==> config.mk <==
export PLATFORM = sky130hd
export DESIGN_NAME = weight_stream_sched
export DESIGN_NICKNAME = d
export VERILOG_FILES = /design/src/rtl/weight_stream_sched.sv
export SDC_FILE = /design/constraint.sdc
export NUM_CORES = 1
export LEC_CHECK = 0
export ABC_AREA = 1
export BUFFER_PORTS_ARGS = -buffer_cell sky130_fd_sc_hd__buf_2
export CORE_AREA = 2 2 89 91
export CTS_BUF_LIST = sky130_fd_sc_hd__clkbuf_2
export DETAILED_ROUTE_END_ITERATION = 6
export DIE_AREA = 0 0 91 93
export SKIP_LAST_GASP = 1
export SLEW_MARGIN = 20
export SYNTH_ARGS = -nofsm -noshare
export SYNTH_HDL_FRONTEND = slang
export SYNTH_SLANG_ARGS = --single-unit
export TNS_END_PERCENT = 1
==> constraint.sdc <==
create_clock -name ap_clk -period 5.7 [get_ports ap_clk]
set_input_delay 0 -clock ap_clk [delete_from_list [all_inputs] [get_ports ap_clk]]
set_output_delay 0 -clock ap_clk [all_outputs]
set_load 0.005 [all_outputs]
==> src/rtl/weight_stream_sched.sv <==
// Replays a kernel coefficient ROM N_PASSES times into a write-only FIFO stream,
// using a one-cycle ROM read pipeline backed by a 2-entry skid buffer.
`ifndef COEFF_WIDTH
`define COEFF_WIDTH 16
`endif

module weight_stream_sched #(
  parameter int MEM_SIZE   = 16,
  parameter int DATA_WIDTH = `COEFF_WIDTH,
  parameter int N_PASSES   = 4
) (
  input  logic                        ap_clk,
  input  logic                        ap_rst,
  input  logic                        ap_start,
  output logic                        ap_idle,
  output logic                        ap_done,
  output logic [$clog2(MEM_SIZE)-1:0] rom_address,
  output logic                        rom_ce,
  input  logic [DATA_WIDTH-1:0]       rom_q,
  output logic [DATA_WIDTH-1:0]       output_V_din,
  input  logic                        output_V_full_n,
  output logic                        output_V_write
);

  localparam int AW = $clog2(MEM_SIZE);
  localparam int PW = $clog2(N_PASSES) + 1;
  localparam logic [AW-1:0] LAST_ADDR = AW'(MEM_SIZE - 1);
  localparam logic [PW-1:0] LAST_PASS = PW'(N_PASSES - 1);

  typedef enum logic [1:0] {IDLE, RUN, DRAIN, DONE} state_t;

  state_t                state;
  logic [AW-1:0]         addr;
  logic [PW-1:0]         pass;
  logic                  inflight;
  logic [DATA_WIDTH-1:0] skid [2];
  logic                  wr_ptr;
  logic                  rd_ptr;
  logic [1:0]            count;
  logic [1:0]            count_next;
  logic [2:0]            credit_used;
  logic                  push;
  logic                  pop;
  logic                  issue;

  // A pop this cycle frees a slot in time for a read issued now, which is what
  // keeps the stream at one word per cycle with only two skid entries.
  always_comb begin
    pop         = (count != 2'd0) && output_V_full_n;
    push        = inflight;
    credit_used = {1'b0, count} + {2'b0, inflight} - {2'b0, pop};
    issue       = (state == RUN) && (credit_used < 3'd2);
    count_next  = count + {1'b0, push} - {1'b0, pop};
  end

  assign rom_ce         = issue;
  assign rom_address    = addr;
  assign output_V_write = pop;
  assign output_V_din   = skid[rd_ptr];
  assign ap_idle        = (state == IDLE);
  assign ap_done        = (state == DONE);

  always_ff @(posedge ap_clk) begin
    if (ap_rst) begin
      state    <= IDLE;
      addr     <= '0;
      pass     <= '0;
      inflight <= 1'b0;
      wr_ptr   <= 1'b0;
      rd_ptr   <= 1'b0;
      count    <= 2'd0;
      skid[0]  <= '0;
      skid[1]  <= '0;
    end else begin
      inflight <= issue;
      count    <= count_next;
      if (push) begin
        skid[wr_ptr] <= rom_q;
        wr_ptr       <= ~wr_ptr;
      end
      if (pop) begin
        rd_ptr <= ~rd_ptr;
      end

      case (state)
        IDLE: begin
          if (ap_start) begin
            addr  <= '0;
            pass  <= '0;
            state <= RUN;
          end
        end
        RUN: begin
          if (issue) begin
            if (addr == LAST_ADDR) begin
              addr <= '0;
              pass <= pass + PW'(1);
              if (pass == LAST_PASS) begin
                state <= DRAIN;
              end
            end else begin
              addr <= addr + AW'(1);
            end
          end
        end
        // Leave as the final word is popped so ap_done follows the last write directly.
        DRAIN: begin
          if (!inflight && (count_next == 2'd0)) begin
            state <= DONE;
          end
        end
        DONE: begin
          state <= IDLE;
        end
        default: begin
          state <= IDLE;
        end
      endcase
    end
  end

endmodule

==> impl_metrics.py, run 1 <==
metrics = {
    "hold_path": {
        "min_path_type": "input pin to register",
    },
    "place": {
        "hpwlAfterDp_mm": 2.82,
        "place_congestion": 0.839,
        "numPlacedInstances": 368,
        "dpl_worst_slack_ns": 3.30,
        "io_buffers": 43,
    },
    "routing": {
        "wl_met2_mm": 2.14,
        "routed-wl-met3_um": 234,
        "highest_layer": "met4",
        "drt_wl_total_mm": 4.28,
        "drt_first_iter_violations": 54,
        "detail_route.vias_per_cell": 4.21,
        "m1WireLength_mm": 1.87,
        "detail_route.first_pass.iterations": 5,
        "num_vias": 1660,
        "wire_per_inst_um": 10.9,
        "antenna_violating_nets_post_route": 0,
        "drc_errors_left": 0,
    },
    "critical_path": {
        "timing.critical_path.mode_cell": "sky130_fd_sc_hd__inv_1",
        "critical-path-slowest-cell": "sky130_fd_sc_hd__fa_1",
        "worst-path-max-fanout": 5,
        "worstPathCellList": "o21ai_0 > inv_1 > ha_1 > inv_1 > ha_1 > fa_1 > inv_1 > nand4_1 > inv_1 > buf_2",
        "cp.required_ns": 5.70,
        "timing.critical_path.to_type": "output pin",
        "startpoint_type": "register",
        "critPathArrivalTime_ns": 2.52,
        "timing.setup.critical_path_class": "register to output pin",
        "cp_slowest_stage_delay_ns": 0.46,
    },
    "logic_synthesis": {
        "avgSynthCellArea_sq_um": 9.72,
        "synth_cell_type_count": 19,
        "synth.ff_latch_count": 47,
        "synthesis.yosys.warnings": 0,
        "yosysSeqAreaShare_pct": 56.9,
        "mappedNetlistArea_sq_um": 2220,
        "syn_nets": 258,
        "cells_after_synthesis": 228,
    },
    "timing": {
        "postLayoutSetupSlackWorst_ns": 3.18,
        "unrepaired_setup_endpoints_after_global_routing": "false",
        "setup_viol_count_final": 0,
        "final_skew_ns": 0.0199,
        "max_slew_margin_pct": 49.4,
        "fmax_ghz": 0.396,
        "final_critical_period_ns": 2.52,
        "timing.final.max_slew_violations": 0,
        "post-route-period-util_pct": 44.3,
        "worst_pin_slew_ns": 0.758,
        "totalNegativeSetupSlack_ns": 0,
        "timing.final.hold_violations": 0,
    },
    "pwr": {
        "cellLeakagePower_nw": 1.31,
        "design_power_total_uw": 998,
        "power.density_cell_area_nw_per_um2": 359,
        "power.ir.vdd_worst_mv": 0.169,
    },
    "clock_network": {
        "tritoncts": "done",
        "max-clock-path-buffers": 2,
        "worstSkewPairLatency_ns": 0.41,
        "tritoncts.num_buffers": 5,
        "cts.clk_slew.worst_paths_ns": 0.24,
        "tritoncts_num_sinks": 47,
        "cts_root_buffer": "sky130_fd_sc_hd__clkbuf_2",
        "cts_max_level": 2,
    },
    "floorplan": {
        "chipHeight_um": 93,
        "rows": 32,
        "die_width_um": 91,
        "io-pin-count": 44,
        "effective_utilization_at_floorplan_pct": 29.4,
        "die_area_sq_um": 8460,
        "design.core.area_sq_um": 7530,
    },
    "final_layout": {
        "nNetsFinal": 321,
        "filler_cell_count": 781,
        "layout-drive-gt1-share_pct": 24.0,
        "antenna_cells": 0,
        "area.growth.synth_to_final_pct": 25.6,
        "final_non_filler_cells": 394,
        "utilization_pct": 37.0,
    },
    "global_routing": {
        "grt_antenna_before_repair": 0,
        "via_count_of_the_first_global_routing_pass": 1624,
        "grt_max_degree": 19,
        "grt_remaining_overflow": 0,
        "grt_pass1_wl_mm": 7.20,
        "globalRouteTotalUtil_pct": 10.6,
    },
    "status": {
        "outcome": "finished, final reports clean",
    },
    "run": {
        "maxCapViolCount": 0,
    },
}
[layout make-up]
cell class / instances / area [sq um] / area share (%)
clock buffer: 5 / 25.0 / 0.899
clock inverter: 3 / 43.8 / 1.57
multi-input combinational: 138 / 787 / 28.3
sequential: 47 / 1260 / 45.3
tap: 102 / 128 / 4.59
timing repair buffer: 61 / 395 / 14.2
inverter: 38 / 143 / 5.13
[path summary, 6_finish.rpt]
kind	from	to	cells after the start	slack (ns)
worst max-delay path	count[1]$_SDFF_PP0_	rom_ce	10	3.18
worst min-delay path	ap_start	state[1]$_SDFFE_PP0P_	6	0.10
worst max register to register	count[1]$_SDFF_PP0_	pass[2]$_SDFFE_PP0P_	11	3.28
worst min register to register	rd_ptr$_SDFFE_PP0P_	rd_ptr$_SDFFE_PP0P_	1	0.47
[power by group]
part           switching, mW  leakage (nW)  internal, mW
registers             0.0427         0.453         0.415
logic                  0.202         0.816         0.159
clock network          0.106        0.0429        0.0743
[repair_timing]
item	in CTS	in global routing
hold endpoints to repair	43	0
resized for setup	0	0
hold buffers	18	0
setup buffers	0	0
[per-layer routing]
layer | up-vias | global-route usage (%)
met5 | - | 0
met4 | 0 | 3.03
met3 | 5 | 2.90
met2 | 45 | 20.4
met1 | 751 | 11.5
li1 | 859 | -
[worst max-delay path, delay by kind of cell, from the launching register on]
| kind | cells | cell delay (ns) |
|---|---|---|
| DFF | 1 | 0.38 |
| adders and majority gates | 3 | 0.93 |
| AOI/OAI and AO/OA | 1 | 0.14 |
| and+or+nand+nor | 1 | 0.20 |
| buffers and inverters | 5 | 0.46 |
[cells in the mapped netlist]
cell	number	area, sq um
sky130_fd_sc_hd__ha_1	9	113
sky130_fd_sc_hd__xnor2_1	1	8.76
sky130_fd_sc_hd__nor2_1	52	195
sky130_fd_sc_hd__inv_1	37	139
sky130_fd_sc_hd__or2_1	1	6.26
sky130_fd_sc_hd__nand3_2	1	10.0
sky130_fd_sc_hd__mux2_2	16	180
sky130_fd_sc_hd__nand2_1	28	105
sky130_fd_sc_hd__inv_2	1	3.75
sky130_fd_sc_hd__edfxtp_1	32	961
sky130_fd_sc_hd__o21ai_1	1	5.00
sky130_fd_sc_hd__fa_1	1	20.0
sky130_fd_sc_hd__dfxtp_1	15	300
sky130_fd_sc_hd__o21ai_0	3	15.0
sky130_fd_sc_hd__a21oi_1	10	50.1
sky130_fd_sc_hd__nand2_2	1	6.26
sky130_fd_sc_hd__nand4_1	2	12.5
sky130_fd_sc_hd__buf_2	5	25.0
sky130_fd_sc_hd__nand3_1	12	60.1
[through the flow]
stage / hold slack, ns / instance area [sq um]
floorplan: 0.125 / 2220
global placement: 0.310 / 2530
detailed placement: 0.315 / 2530
CTS: 0.0704 / 2780
global route: 0.129 / 2780
finish: 0.102 / 2780
[flip-flops by register name, indices dropped and copies added, names as in the netlist, named ones only]
signal       count
rd_ptr           1
skid            32
rom_address      4
pass             3
inflight         1
wr_ptr           1
state            2
count            2
[placed cells by master, fill, tap and decap left out]
master,instances
sky130_fd_sc_hd__a21oi_1,10
sky130_fd_sc_hd__buf_2,43
sky130_fd_sc_hd__bufinv_16,1
sky130_fd_sc_hd__clkbuf_2,5
sky130_fd_sc_hd__clkinv_2,1
sky130_fd_sc_hd__clkinv_4,1
sky130_fd_sc_hd__dfxtp_1,15
sky130_fd_sc_hd__dlygate4sd3_1,18
sky130_fd_sc_hd__edfxtp_1,32
sky130_fd_sc_hd__fa_1,1
sky130_fd_sc_hd__ha_1,9
sky130_fd_sc_hd__inv_1,37
sky130_fd_sc_hd__inv_2,1
sky130_fd_sc_hd__mux2_2,16
sky130_fd_sc_hd__nand2_1,28
sky130_fd_sc_hd__nand2_2,1
sky130_fd_sc_hd__nand3_1,12
sky130_fd_sc_hd__nand3_2,1
sky130_fd_sc_hd__nand4_1,2
sky130_fd_sc_hd__nor2_1,52
sky130_fd_sc_hd__o21ai_0,3
sky130_fd_sc_hd__o21ai_1,1
sky130_fd_sc_hd__or2_1,1
sky130_fd_sc_hd__xnor2_1,1
[cells by family after synthesis]
kind of cell	after synthesis	synth area share, %
AOI/OAI and AO/OA	14	3.16
xor gates and xnor gates	1	0.395
buffers and inverters	43	7.57
DFF	47	56.9
and+or+nand+nor	97	17.8
adders and majority gates	10	5.99
muxes	16	8.13
Note: power is estimated with default switching activity, not from simulation.
==> inputs of run 2 (changes only) <==
==> constraint.sdc (replaced) <==
create_clock -name ap_clk -period 2 [get_ports ap_clk]
set_input_delay 0 -clock ap_clk [delete_from_list [all_inputs] [get_ports ap_clk]]
set_output_delay 0 -clock ap_clk [all_outputs]
set_load 0.005 [all_outputs]
==> run 2 against run 1 <==
Net effect:
- the flow now finishes with violations (setup timing)
- setup slack got worse by 3.5 ns
- die area unchanged
- global-route usage fell by 0.077 points
- final cell count increased by 3.3%
- final area is 4.8% higher
- critical path type unchanged
- sequential power rose to 2.8 times the previous value
- sequential cell count unchanged
- clock power rose to 3.5 times the previous value
- sequential share of layout area fell by 2.0 points
- routed wire length up 0.96%
- critical endpoint unchanged
- via count grew 2.5%
- largest cell class unchanged
==> impl_metrics.py, run 2 (synthesis results as in run 1) <==
metrics = {
    "floorplan": {
        "die_area_sq_um": 8460,
        "chipHeight_um": 93,
        "rows": 32,
        "die_width_um": 91,
        "effective_utilization_at_floorplan_pct": 29.4,
        "io-pin-count": 44,
        "design.core.area_sq_um": 7530,
    },
    "routing": {
        "wire_per_inst_um": 10.6,
        "antenna_violating_nets_post_route": 0,
        "drt_wl_total_mm": 4.32,
        "drt_first_iter_violations": 43,
        "detail_route.vias_per_cell": 4.18,
        "detail_route.first_pass.iterations": 4,
        "num_vias": 1701,
        "drc_errors_left": 0,
    },
    "pwr": {
        "seq_power_share_pct": 39.9,
        "switching_power_mw": 1.04,
        "power.ir.vdd_worst_mv": 0.579,
        "sw_frac_of_total_pct": 33.0,
        "power.density_cell_area_nw_per_um2": 1090,
        "p_clk_share_pct": 20.0,
        "cellLeakagePower_nw": 1.38,
        "internal-power_mw": 2.12,
        "power_frac_comb_pct": 40.0,
        "design_power_total_mw": 3.16,
    },
    "global_routing": {
        "globalRouteTotalUtil_pct": 10.6,
        "grt_antenna_before_repair": 0,
        "grt_remaining_overflow": 0,
        "grt_max_degree": 18,
        "via_count_of_the_first_global_routing_pass": 1607,
        "grt_pass1_wl_mm": 7.20,
    },
    "critical_path": {
        "startpoint_type": "register",
        "timing.setup.critical_path_class": "register to output pin",
        "cp.required_ns": 2.00,
        "critPathArrivalTime_ns": 2.34,
        "timing.critical_path.to_type": "output pin",
        "worst-path-max-fanout": 2,
    },
    "clock_network": {
        "cts_root_buffer": "sky130_fd_sc_hd__clkbuf_2",
        "tritoncts.num_buffers": 5,
        "cts.clk_slew.worst_paths_ns": 0.22,
        "tritoncts_num_sinks": 47,
        "worstSkewPairLatency_ns": 0.39,
        "cts_max_level": 2,
        "tritoncts": "done",
        "max-clock-path-buffers": 2,
    },
    "final_layout": {
        "most_common_cell_after_layout_fill_and_taps_aside": "sky130_fd_sc_hd__nor2_1",
        "filler_cell_count": 763,
        "largest_register_ff_count": 32,
        "area.sequential_sq_um": 1260,
        "largest-register": "skid",
        "layout-drive-gt1-share_pct": 30.2,
        "multi_input_comb_area_sq_um": 802,
        "antenna_cells": 0,
        "layout.cells.most_common_list": "51 x sky130_fd_sc_hd__nor2_1, 43 x sky130_fd_sc_hd__buf_2, 35 x sky130_fd_sc_hd__inv_1, 32 x sky130_fd_sc_hd__edfxtp_1, 26 x sky130_fd_sc_hd__nand2_1",
        "area.growth.synth_to_final_pct": 31.6,
        "nNetsFinal": 334,
    },
    "timing": {
        "timing.final.max_slew_violations": 0,
        "unrepaired_setup_endpoints_after_global_routing": "true",
        "postLayoutSetupSlackWorst_ns": -0.341,
        "final_critical_period_ns": 2.34,
        "max_slew_margin_pct": 80.2,
        "finalHoldWorstSlack_ns": 0.0698,
        "fmax_ghz": 0.427,
        "worst_pin_slew_ns": 0.296,
        "timing.final.hold_violations": 0,
        "post-route-period-util_pct": 117,
        "setup_viol_count_final": 11,
        "final_skew_ns": 0.00561,
    },
    "place": {
        "io_buffers": 43,
        "hpwlAfterDp_mm": 2.89,
        "place_congestion": 0.767,
    },
    "status": {
        "failing_checks": "setup timing",
        "outcome": "finished, violations left",
    },
    "run": {
        "maxCapViolCount": 0,
    },
    "hold_path": {
        "min_path_type": "input pin to register",
    },
}
==> run 2: final timing paths <==
| kind | slack, ns | start | endpoint | depth (start not counted) |
|---|---|---|---|---|
| worst min register to register | 0.48 | pass[2]$_SDFFE_PP0P_ | pass[2]$_SDFFE_PP0P_ | 2 |
| worst min-delay path | 0.07 | output_V_full_n | rd_ptr$_SDFFE_PP0P_ | 6 |
| worst max-delay path | -0.34 | count[0]$_SDFF_PP0_ | rom_ce | 11 |
| worst max register to register | -0.33 | count[0]$_SDFF_PP0_ | rom_address[2]$_SDFFE_PP0P_ | 13 |
==> run 2: per-stage QoR <==
stage	util, %	instances	setup WS (ns)	TNS, ns	instance area, sq um
after floorplan	-	228	-0.112	-0.823	2220
after global placement	34.7	377	-0.160	-1.34	2610
after detailed placement	34.7	377	-0.190	-1.54	2610
after CTS	38.6	406	-0.399	-3.31	2900
after global routing	38.7	407	-0.537	-4.94	2920
final	38.7	407	-0.341	-2.92	2920
==> run 2: repair_timing <==
action,in CTS,in global routing
hold endpoints to repair,41,0
resized for setup,5,1
setup endpoints to repair,11,11
setup buffers,4,1
hold buffers,17,0
pin swaps,3,2
==> run 2: metal layers <==
metal / part of all wire (%) / global-route usage, %
met2: 49 / 19.7
met1: 45 / 12.1
met5: 0 / 0
met4: 0.93 / 2.65
met3: 4.8 / 2.58
==> run 2: power groups by stage <==
| stage | Sequential, mW | Clock [mW] | Combinational, mW |
|---|---|---|---|
| floorplan | 1.27 | 0 | 0.780 |
| global placement | 1.28 | 0 | 1.13 |
| detailed placement | 1.28 | 0 | 1.14 |
| CTS | 1.27 | 0.661 | 1.26 |
| global route | 1.28 | 0.690 | 1.45 |
| finish | 1.26 | 0.633 | 1.27 |
==> run 2: area by class of cell <==
class                      count  share of cell area (%)
inverter                      38                    4.89
clock inverter                 2                    2.06
timing repair buffer          74                    16.8
tap                          102                    4.38
multi-input combinational    138                    27.5
clock buffer                   6                    1.03
sequential                    47                    43.3
==> run 2: critical path, cell delays in order (launching register included) <==
cell                      delay (ns)
sky130_fd_sc_hd__dfxtp_2        0.37
sky130_fd_sc_hd__o21ai_1        0.11
sky130_fd_sc_hd__inv_1          0.06
sky130_fd_sc_hd__ha_1           0.26
sky130_fd_sc_hd__inv_1          0.04
sky130_fd_sc_hd__ha_2           0.16
sky130_fd_sc_hd__fa_1           0.48
sky130_fd_sc_hd__inv_2          0.08
sky130_fd_sc_hd__nand4_1        0.09
sky130_fd_sc_hd__buf_4          0.16
sky130_fd_sc_hd__inv_2          0.04
sky130_fd_sc_hd__buf_2          0.10
==> inputs of run 3 (changes only) <==
--- a/config.mk
+++ b/config.mk
@@ -7,10 +7,13 @@
 export LEC_CHECK = 0
 export ABC_AREA = 1
 export BUFFER_PORTS_ARGS = -buffer_cell sky130_fd_sc_hd__buf_2
+export CELL_PAD_IN_SITES_DETAIL_PLACEMENT = 1
+export CELL_PAD_IN_SITES_GLOBAL_PLACEMENT = 2
 export CORE_AREA = 2 2 89 91
 export CTS_BUF_LIST = sky130_fd_sc_hd__clkbuf_2
 export DETAILED_ROUTE_END_ITERATION = 6
 export DIE_AREA = 0 0 91 93
+export PLACE_DENSITY_LB_ADDON = 0.1
 export SKIP_LAST_GASP = 1
 export SLEW_MARGIN = 20
 export SYNTH_ARGS = -nofsm -noshare
==> run 3 against run 2 <==
Net effect:
- the flow still finishes with violations (setup timing)
- utilization down 0.42 points
- largest cell class unchanged
- sequential share of layout area up 0.47 points
- final cell count down 0.25%
- total power down 2.7%
- sequential cell count unchanged
- routed wire length up 17%
- largest power group unchanged
- highest routed layer unchanged
==> impl_metrics.py, run 3 (synthesis results as in run 1) <==
metrics = {
    "timing": {
        "final_critical_period_ns": 2.35,
        "finalHoldWorstSlack_ns": 0.0478,
        "final_skew_ns": 0.0162,
        "worst_pin_slew_ns": 0.283,
        "timing.final.hold_violations": 0,
        "postLayoutSetupSlackWorst_ns": -0.347,
        "unrepaired_setup_endpoints_after_global_routing": "true",
        "max_slew_margin_pct": 81.0,
        "fmax_ghz": 0.426,
        "setup_viol_count_final": 10,
        "post-route-period-util_pct": 117,
        "timing.final.max_slew_violations": 0,
    },
    "clock_network": {
        "cts_root_buffer": "sky130_fd_sc_hd__clkbuf_2",
        "max-clock-path-buffers": 2,
        "cts_max_level": 2,
        "tritoncts_num_sinks": 47,
        "worstSkewPairLatency_ns": 0.41,
        "tritoncts.num_buffers": 5,
        "cts.clk_slew.worst_paths_ns": 0.24,
        "tritoncts": "done",
    },
    "pwr": {
        "power.density_cell_area_nw_per_um2": 1070,
        "design_power_total_mw": 3.08,
        "power_frac_comb_pct": 41.9,
        "power.ir.vdd_worst_mv": 0.502,
        "internal-power_mw": 1.99,
        "seq_power_share_pct": 41.1,
        "cellLeakagePower_nw": 1.37,
        "p_clk_share_pct": 17.1,
        "switching_power_mw": 1.10,
        "sw_frac_of_total_pct": 35.6,
    },
    "floorplan": {
        "rows": 32,
        "die_width_um": 91,
        "die_area_sq_um": 8460,
        "design.core.area_sq_um": 7530,
        "chipHeight_um": 93,
        "io-pin-count": 44,
        "effective_utilization_at_floorplan_pct": 29.4,
    },
    "routing": {
        "detail_route.vias_per_cell": 4.25,
        "drt_first_iter_violations": 31,
        "drc_errors_left": 0,
        "drt_wl_total_mm": 5.03,
        "detail_route.first_pass.iterations": 4,
        "wire_per_inst_um": 12.4,
        "antenna_violating_nets_post_route": 0,
        "num_vias": 1725,
    },
    "status": {
        "outcome": "finished, violations left",
        "failing_checks": "setup timing",
    },
    "run": {
        "maxCapViolCount": 0,
    },
    "final_layout": {
        "largest-register": "skid",
        "largest_register_ff_count": 32,
        "filler_cell_count": 906,
        "nNetsFinal": 333,
        "layout.cells.most_common_list": "51 x sky130_fd_sc_hd__nor2_1, 43 x sky130_fd_sc_hd__buf_2, 35 x sky130_fd_sc_hd__inv_1, 32 x sky130_fd_sc_hd__edfxtp_1, 25 x sky130_fd_sc_hd__nand2_1",
        "multi_input_comb_area_sq_um": 800,
        "antenna_cells": 0,
        "most_common_cell_after_layout_fill_and_taps_aside": "sky130_fd_sc_hd__nor2_1",
        "area.growth.synth_to_final_pct": 30.2,
        "area.sequential_sq_um": 1260,
        "layout-drive-gt1-share_pct": 30.3,
    },
    "global_routing": {
        "globalRouteTotalUtil_pct": 12.5,
        "via_count_of_the_first_global_routing_pass": 1793,
        "grt_antenna_before_repair": 0,
        "grt_remaining_overflow": 0,
        "grt_pass1_wl_mm": 8.32,
        "grt_max_degree": 18,
    },
    "critical_path": {
        "timing.setup.critical_path_class": "register to output pin",
        "r2r_start": "count[1]$_SDFF_PP0_",
        "worst-path-max-fanout": 2,
        "r2r_end": "rom_address[1]$_SDFFE_PP0P_",
        "timing.reg2reg.worst_path_depth": 12,
        "timing.critical_path.to_type": "output pin",
        "critPathArrivalTime_ns": 2.35,
        "ff2ff_setup_slack_ns": -0.27,
        "cp.required_ns": 2.00,
        "startpoint_type": "register",
    },
    "hold_path": {
        "min_path_type": "input pin to register",
        "min_from": "output_V_full_n",
        "timing.hold.worst_path_depth": 6,
        "worstHoldEndpoint": "rd_ptr$_SDFFE_PP0P_",
    },
    "place": {
        "place_congestion": 0.676,
        "io_buffers": 43,
        "hpwlAfterDp_mm": 3.48,
    },
}
## run 3: cell types whose count changed in the layout (fill, tap and decap cells not counted), sizes merged
cell / before / now
buf: 57 / 56
bufinv: 2 / 1
clkbuf: 6 / 5
clkinv: 0 / 2
## run 3: cell type report
| cell class | count | area share (%) |
|---|---|---|
| Sequential cell | 47 | 43.8 |
| Tap cell | 102 | 4.42 |
| Inverter | 38 | 4.94 |
| Clock inverter | 3 | 1.52 |
| Timing Repair Buffer | 73 | 16.7 |
| Multi-Input combinational cell | 138 | 27.7 |
| Clock buffer | 5 | 0.867 |
## run 3: power groups by stage
stage	registers [mW]	clock network (mW)	logic, mW
2_1_floorplan	1.27	0	0.780
3_3_place_gp	1.28	0	1.22
3_5_place_dp	1.29	0	1.22
4_1_cts	1.27	0.552	1.31
5_1_grt	1.29	0.585	1.48
6_report	1.26	0.526	1.29
## run 3: metal layers
metal	vias up	routed length (um)	track usage, %
li1	880	-	-
met1	816	2230	14.5
met2	27	2620	23.1
met3	2	150	2.26
met4	0	34	4.29
met5	-	0	0
## run 3: how the worst max path moves through the flow
stage	from	end	cells past startpoint
6_report	count[1]$_SDFF_PP0_	rom_ce	11
5_1_grt	count[1]$_SDFF_PP0_	rom_ce	11
4_1_cts	count[1]$_SDFF_PP0_	rom_ce	11
3_5_place_dp	count[0]$_SDFF_PP0_	pass[2]$_SDFFE_PP0P_	11
3_3_place_gp	count[0]$_SDFF_PP0_	rom_address[1]$_SDFFE_PP0P_	12
2_1_floorplan	count[0]$_SDFF_PP0_	rom_address[2]$_SDFFE_PP0P_	12
## run 3: repair_timing
item / CTS / global route
endpoints found under the setup margin: 11 / 12
cloned: 0 / 0
pin swaps: 3 / 1
hold buffers: 17 / 0
setup buffers: 3 / 0
hold endpoints to repair: 41 / 0
resized for setup: 5 / 1
## run 3: critical path, stage by stage, from the launching register on
cell and delay [ns]:
sky130_fd_sc_hd__dfxtp_2 0.37, sky130_fd_sc_hd__o21ai_1 0.12, sky130_fd_sc_hd__inv_1 0.06, sky130_fd_sc_hd__ha_1 0.26, sky130_fd_sc_hd__inv_1 0.04, sky130_fd_sc_hd__ha_2 0.16
sky130_fd_sc_hd__fa_1 0.46, sky130_fd_sc_hd__inv_2 0.08, sky130_fd_sc_hd__nand4_1 0.10, sky130_fd_sc_hd__buf_4 0.17, sky130_fd_sc_hd__inv_2 0.03, sky130_fd_sc_hd__buf_2 0.09
## run 3: per-stage QoR
step | setup WS, ns | area (sq um) | TNS, ns | util (%) | instances
floorplan | -0.112 | 2220 | -0.823 | - | 228
global placement | -0.183 | 2620 | -1.57 | 34.8 | 378
detailed placement | -0.269 | 2620 | -2.25 | 34.8 | 378
CTS | -0.464 | 2880 | -3.43 | 38.3 | 406
global route | -0.549 | 2890 | -4.51 | 38.3 | 406
finish | -0.347 | 2890 | -2.48 | 38.3 | 406
